<file path="src/rtl/psum_align_fifo.sv">
// rtl/psum_align_fifo.sv - per-column partial-sum FIFOs that release only fully aligned rows
// Optional sticky overflow flag o_ovf is built when PSUM_ALIGN_OVF_EN is defined.
module psum_align_fifo #(
  parameter int col     = 8,
  parameter int psum_bw = 16,
  parameter int depth   = 8
) (
  input  logic                   clk,
  input  logic                   reset,
  input  logic [psum_bw*col-1:0] in,
  input  logic [col-1:0]         wr,
  input  logic                   rd,
  output logic [psum_bw*col-1:0] out,
  output logic                   o_valid,
  output logic                   o_full,
  output logic                   o_ready
`ifdef PSUM_ALIGN_OVF_EN
  ,
  output logic                   o_ovf
`endif
);

  localparam int aw = $clog2(depth);
  localparam logic [aw:0] depth_cnt = (aw+1)'(depth);

  logic [psum_bw-1:0]     mem  [col][depth];
  logic [aw-1:0]          wptr [col];
  logic [aw-1:0]          rptr [col];
  logic [aw:0]            cnt  [col];

  logic [psum_bw*col-1:0] in_clean;
  logic [col-1:0]         lane_empty;
  logic [col-1:0]         lane_full;
  logic [col-1:0]         wr_acc;
  logic                   rd_acc;

  // Unknown input bits are forced to 0 before storage.
  always_comb begin
    in_clean = '0;
    for (int b = 0; b < psum_bw*col; b++) begin
      in_clean[b] = (in[b] === 1'b1);
    end
  end

  always_comb begin
    lane_empty = '0;
    lane_full  = '0;
    for (int k = 0; k < col; k++) begin
      lane_empty[k] = (cnt[k] == '0);
      lane_full[k]  = (cnt[k] == depth_cnt);
    end
  end

  assign o_valid = ~|lane_empty;
  assign rd_acc  = rd & o_valid;
  // A full lane still takes a write when the same edge pops its head.
  assign wr_acc  = wr & (~lane_full | {col{rd_acc}});
  assign o_full  = |lane_full;
  assign o_ready = ~o_full;

  always_comb begin
    out = '0;
    for (int k = 0; k < col; k++) begin
      if (!lane_empty[k]) begin
        out[psum_bw*k +: psum_bw] = mem[k][rptr[k]];
      end
    end
  end

  always_ff @(posedge clk) begin
    if (reset) begin
      for (int k = 0; k < col; k++) begin
        wptr[k] <= '0;
        rptr[k] <= '0;
        cnt[k]  <= '0;
        for (int d = 0; d < depth; d++) begin
          mem[k][d] <= '0;
        end
      end
    end else begin
      for (int k = 0; k < col; k++) begin
        if (wr_acc[k]) begin
          mem[k][wptr[k]] <= in_clean[psum_bw*k +: psum_bw];
          wptr[k]         <= wptr[k] + 1'b1;
        end
        if (rd_acc) begin
          rptr[k] <= rptr[k] + 1'b1;
        end
        case ({wr_acc[k], rd_acc})
          2'b10:   cnt[k] <= cnt[k] + 1'b1;
          2'b01:   cnt[k] <= cnt[k] - 1'b1;
          default: cnt[k] <= cnt[k];
        endcase
      end
    end
  end

`ifdef PSUM_ALIGN_OVF_EN
  logic drop_any;

  assign drop_any = |(wr & lane_full & ~{col{rd_acc}});

  always_ff @(posedge clk) begin
    if (reset) begin
      o_ovf <= 1'b0;
    end else if (drop_any) begin
      o_ovf <= 1'b1;
    end
  end
`endif

endmodule

</file>
<file path="config.mk">
export PLATFORM = sky130hd
export DESIGN_NAME = psum_align_fifo
export DESIGN_NICKNAME = d
export VERILOG_FILES = /design/src/rtl/psum_align_fifo.sv
export SDC_FILE = /design/constraint.sdc
export NUM_CORES = 2
export LEC_CHECK = 0
export BUFFER_PORTS_ARGS = -buffer_cell sky130_fd_sc_hd__clkbuf_2
export CAP_MARGIN = 15
export CORE_MARGIN = 8
export CORE_UTILIZATION = 24
export DETAILED_ROUTE_END_ITERATION = 16
export PLACE_DENSITY = 0.4
export SLEW_MARGIN = 20
export SYNTH_ARGS = -nofsm -noshare
export SYNTH_HDL_FRONTEND = slang
export SYNTH_SLANG_ARGS = --single-unit
</file>
<file path="constraint.sdc">
create_clock -name clk -period 6 [get_ports clk]
set_clock_uncertainty 0.2 [all_clocks]
set_input_delay 1.2 -clock clk [delete_from_list [all_inputs] [get_ports clk]]
set_output_delay 1.2 -clock clk [all_outputs]
set_load 0.05 [all_outputs]
</file>
After elaboration in Yosys (flattened, before gate mapping)
Memory sizes are Yosys's and may differ from the RTL's.
Index checks and enable logic that the tools add are counted.
- input port bits: 139
- bits in registers: 0
- memories: 4
- bits in latches: 0
- logic and storage cells: 2545
- memory bits (writable): 1104
- output and inout port bits: 131
- memory bits (read-only): 0
- memory list (memory ; depth ; width ; rd ports ; clocked after Yosys merged registers in ; write ports ; RTL line ; source):
    mem ; 8 ; 128 ; 8 ; 0 ; 8 ; 26 ; logic [psum_bw-1:0] mem [col][depth];
    cnt ; 8 ; 4 ; 8 ; 0 ; 8 ; 29 ; logic [aw:0] cnt [col];
    rptr ; 8 ; 3 ; 8 ; 0 ; 8 ; 28 ; logic [aw-1:0] rptr [col];
    wptr ; 8 ; 3 ; 8 ; 0 ; 8 ; 27 ; logic [aw-1:0] wptr [col];
- $lt $le $gt $ge: 24
- $add $sub $neg: 32
- multiply operators: 0
- eq/ne operators: 152
- muxes and demuxes: 1221
- div/mod/pow operators: 0
- bitwise logic cells: 1085
- reduce and logical (&&, ||, !) cells: 27
- shifts and indexed selects: 0
- operators with widths (operator ; number):
    $mux 1 ; 1125
    $or 1x1->1 ; 1064
    $mux 128 ; 8
    $mux 16 ; 32
    $bmux 16 s3 ; 8
    $demux 16 s3 ; 8
    $eqx 1x1->1 const B ; 128
    $mux 4 ; 24
    $ge 4x4->1 const B ; 16
    $not 3->4 ; 16
    $add 3x1->3 const B ; 16
    $mux 3 ; 16
    $add 4x1->4 const B ; 8
    $eq 4x4->1 const B ; 8
    $logic_not 4->1 ; 8
    $lt 4x1->1 const B ; 8
    $sub 4x1->4 const B ; 8
    $eq 2x1->1 const B ; 8
    $eq 2x2->1 const B ; 8
    $reduce_or 2->1 ; 8
    $reduce_or 8->1 ; 2
    $and 8x8->8 ; 1
    $logic_and 1x1->1 ; 8
    $not 8->8 ; 1
    other kinds (4) ; 4

Logic depth before layout (Yosys ltp)
- depth in word-level cells: 13
- gate-level depth with buffers: 12
- mapped depth without buffers: 11

Least setup slack after synthesis
OpenSTA, ideal clock, no wires.
- path kind: flip-flop to output port
- start: memory rptr[0][12] (netlist name)
- end: output out[70]
- cell stages (with the launch flop): 7
- arrival: 2.377 ns
- data required time: 4.600 ns
- slack: 2.223 ns
- path buffers: 3
- cells stage by stage: edfxtp_1 clkbuf_1 clkbuf_1 clkbuf_1 mux4_2 mux2i_1 nor2_1
- RTL lines (what ; RTL line ; source):
    from (decl) ; 28 ;
    to (decl) ; 13 ; output logic [psum_bw*col-1:0] out,

==> results.yml <==
finish:
  fill_cells: 21100
  area_growth_pct: 17.6
  fin_nets: 4237
  drive_gt1_share_pct: 21.6
  fin_util_pct: 28.3
cts:
  path_clk_slew_ns: 0.06
  clock_latency_ns: 0.80
  htree_num_levels: 4
  cts_root_buffer: "clkbuf_16"
  numClockSinks: 1104
  cts_hold_buffers: 0
  cts_buffers: 138
  tritoncts: "yes"
  clk_path_buf_depth: 3
  post-cts-setup-buffers: 0
  cts_resized: 0
sta:
  period_needed_ns: 4.79
  relSlewSlack_pct: 25.2
  final_max_slew_viol_count: 0
  tightest_slew_ns: 1.11
  setup_tns_ns: 0
  hold_violations: 0
  layout_setup_ws_ns: 1.21
  max_freq_ghz: 0.209
  fin_crit_sh_pct: 79.8
  setup_viol: 0
  rsz0062_at_grt: "no"
routing:
  drc_errors: 0
  drtIter0Drc: 2903
  ant_nets: 0
  dr.pass1.iters: 5
  viasPerCell: 5.07
  wire_per_inst_um: 24.6
  wl_um: 169000
  vias: 34900
global_route:
  antenna_found_initial: 29
  grt.overflow.total: 0
  grt_max_degree: 129
  grt_pass1_wl_um: 251000
  grt_pass1_vias: 35800
  grt_use_total_pct: 14.7
floorplanning:
  fp.dieW_um: 471
  ios: 270
  start_util_pct: 24.1
  die_area_um2: 222000
  core_region_area_um2: 206000
  rows: 167
  fp.dieH_um: 471
yosys:
  ys_ff_latch: 1104
  netlist_instances: 3973
  yosys_warnings: 0
  ys_seq_area_share_pct: 56.7
  synth_edf_count: 608
  syn_area_um2: 49700
  yosys_most_used_dff: "edfxtp_1"
  async_reset_ff_share_pct: 0
  synth.distinct_cells: 56
  avgSynthCellArea_um2: 12.5
  syn_nets: 4151
worst_setup_path:
  worstSetupPathType: "reg2out"
  start_kind: "flip-flop"
  worstPathMaxFanout: 16
  cp-end-kind: "output port"
  worstPathArrival_ns: 3.39
  crit_required_ns: 4.60
power:
  ir_drop_mv: 0.318
  p_per_area_nw_per_um2: 420
  p_leak_nw: 20.1
min_path:
  min_path_type: "reg2reg"
placed_design:
  dp_hpwl_um: 97400
  io_buffers: 269
  pre_cts_slack_ns: 1.18
  gp_congestion: 0.711
flow_run:
  cap_violations: 0
status:
  status: "complete, no violations"
==> worst max-delay path, cell delays in order, from the launching register on <==
cell and delay [ns]:
edfxtp_1 1.04, buf_4 0.43, mux4_2 0.54, mux2i_1 0.25
nor2_1 0.07, clkbuf_2 0.25
==> final cells by class <==
class	count	area, um2	share of cell area [%]
inverter	117	447	0.764
timing repair buffer	379	2270	3.88
clock buffer	194	3840	6.58
clock inverter	51	667	1.14
tap	2704	3380	5.79
sequential	1104	28200	48.2
antenna	11	27.5	0.0471
multi-input combinational	2319	19600	33.6
==> state kept, by name, indices dropped and copies added (netlist names) <==
| name | cells |
|---|---|
| mem | 1024 |
| cnt | 32 |
| rptr | 24 |
| wptr | 24 |
==> placed cells by master, fill, tap and decap left out, drive strengths merged, types with 132 or more instances in the layout <==
cell,instances
o21ai,285
mux2i,144
nor2,201
dfxtp,496
mux4,256
o31ai,164
a21oi,204
clkbuf,462
edfxtp,608
o311ai,286
and2,132
nand3,146
==> report_power, final <==
group	leakage (nW)	internal, mW	total (mW)	switching, mW
Combinational	7.70	1.92	6.88	4.95
Clock	2.18	4.76	8.26	3.51
Sequential	10.2	8.91	9.43	0.518
==> Yosys cell counts, drive strengths merged, types with 2 or more instances <==
| library cell | number | area, um2 |
|---|---|---|
| o41ai | 42 | 368 |
| dfxtp | 496 | 9930 |
| o31ai | 164 | 1230 |
| and2 | 132 | 826 |
| o211ai | 4 | 30.0 |
| ha | 32 | 400 |
| a21oi | 204 | 1020 |
| xor2 | 7 | 61.3 |
| xnor2 | 30 | 263 |
| edfxtp | 608 | 18300 |
| nor3 | 17 | 85.1 |
| nor2b | 18 | 113 |
| a31o | 9 | 78.8 |
| nand2b | 12 | 75.1 |
| nand3 | 146 | 731 |
| o21ai | 285 | 1430 |
| or4b | 3 | 30.0 |
| nor2 | 201 | 754 |
| inv | 117 | 439 |
| nor4 | 22 | 219 |
| nor3b | 4 | 35.0 |
| and3 | 11 | 68.8 |
| a221oi | 2 | 35.0 |
| nand4b | 2 | 17.5 |
| a31oi | 73 | 463 |
| or4 | 3 | 22.5 |
| mux4 | 256 | 5770 |
| mux2i | 144 | 1440 |
| or2 | 10 | 62.6 |
| nand4 | 75 | 469 |
| a21o | 17 | 128 |
| fa | 7 | 140 |
| buf | 89 | 423 |
| nand2 | 74 | 278 |
| nand3b | 3 | 22.5 |
| or3 | 12 | 75.1 |
| nor4b | 6 | 65.1 |
| clkbuf | 344 | 1290 |
| o311ai | 286 | 2500 |
==> stage by stage <==
stage                     std cells  total power, mW  hold slack [ns]  area, um2
after floorplan                3973             14.0            0.236      49700
after global placement         6619             16.5            0.243      53800
after detailed placement       6619             16.6            0.253      53800
after CTS                      6864             25.0            0.263      58300
after global routing           6875             25.7            0.278      58400
final                          6879             24.6            0.260      58400
==> metal layers <==
layer	wire (um)	GRT usage (%)	up-vias
met5	54	0	-
met3	9100	3.19	231
met2	78800	23.4	975
met1	77100	20.1	17900
met4	4010	4.29	8
li1	-	-	15800
==> logic make-up (layout without fill, tap and decap cells) <==
kind of cell / after synthesis / count (layout) / share of synthesized area [%]
flops: 1104 / 1104 / 56.7
other cells: 0 / 11 / 0
compound gates: 1091 / 1091 / 14.8
fa+ha+maj: 39 / 39 / 1.09
buf+inv: 550 / 741 / 4.33
mux: 401 / 401 / 14.5
xor+xnor: 37 / 37 / 0.652
simple gates: 751 / 751 / 7.94
==> path summary, 6_finish.rpt <==
| path | end | slack [ns] | cells past startpoint | start |
|---|---|---|---|---|
| worst min register to register | mem[1][179] | 0.26 | 2 | mem[1][179] |
| worst max-delay path | out[39] | 1.21 | 5 | rptr[0][6] |
| worst max register to register | mem[0][135] | 1.81 | 9 | cnt[0][20] |
| worst min-delay path | mem[1][179] | 0.26 | 2 | mem[1][179] |
(Power assumes the default switching activity.)
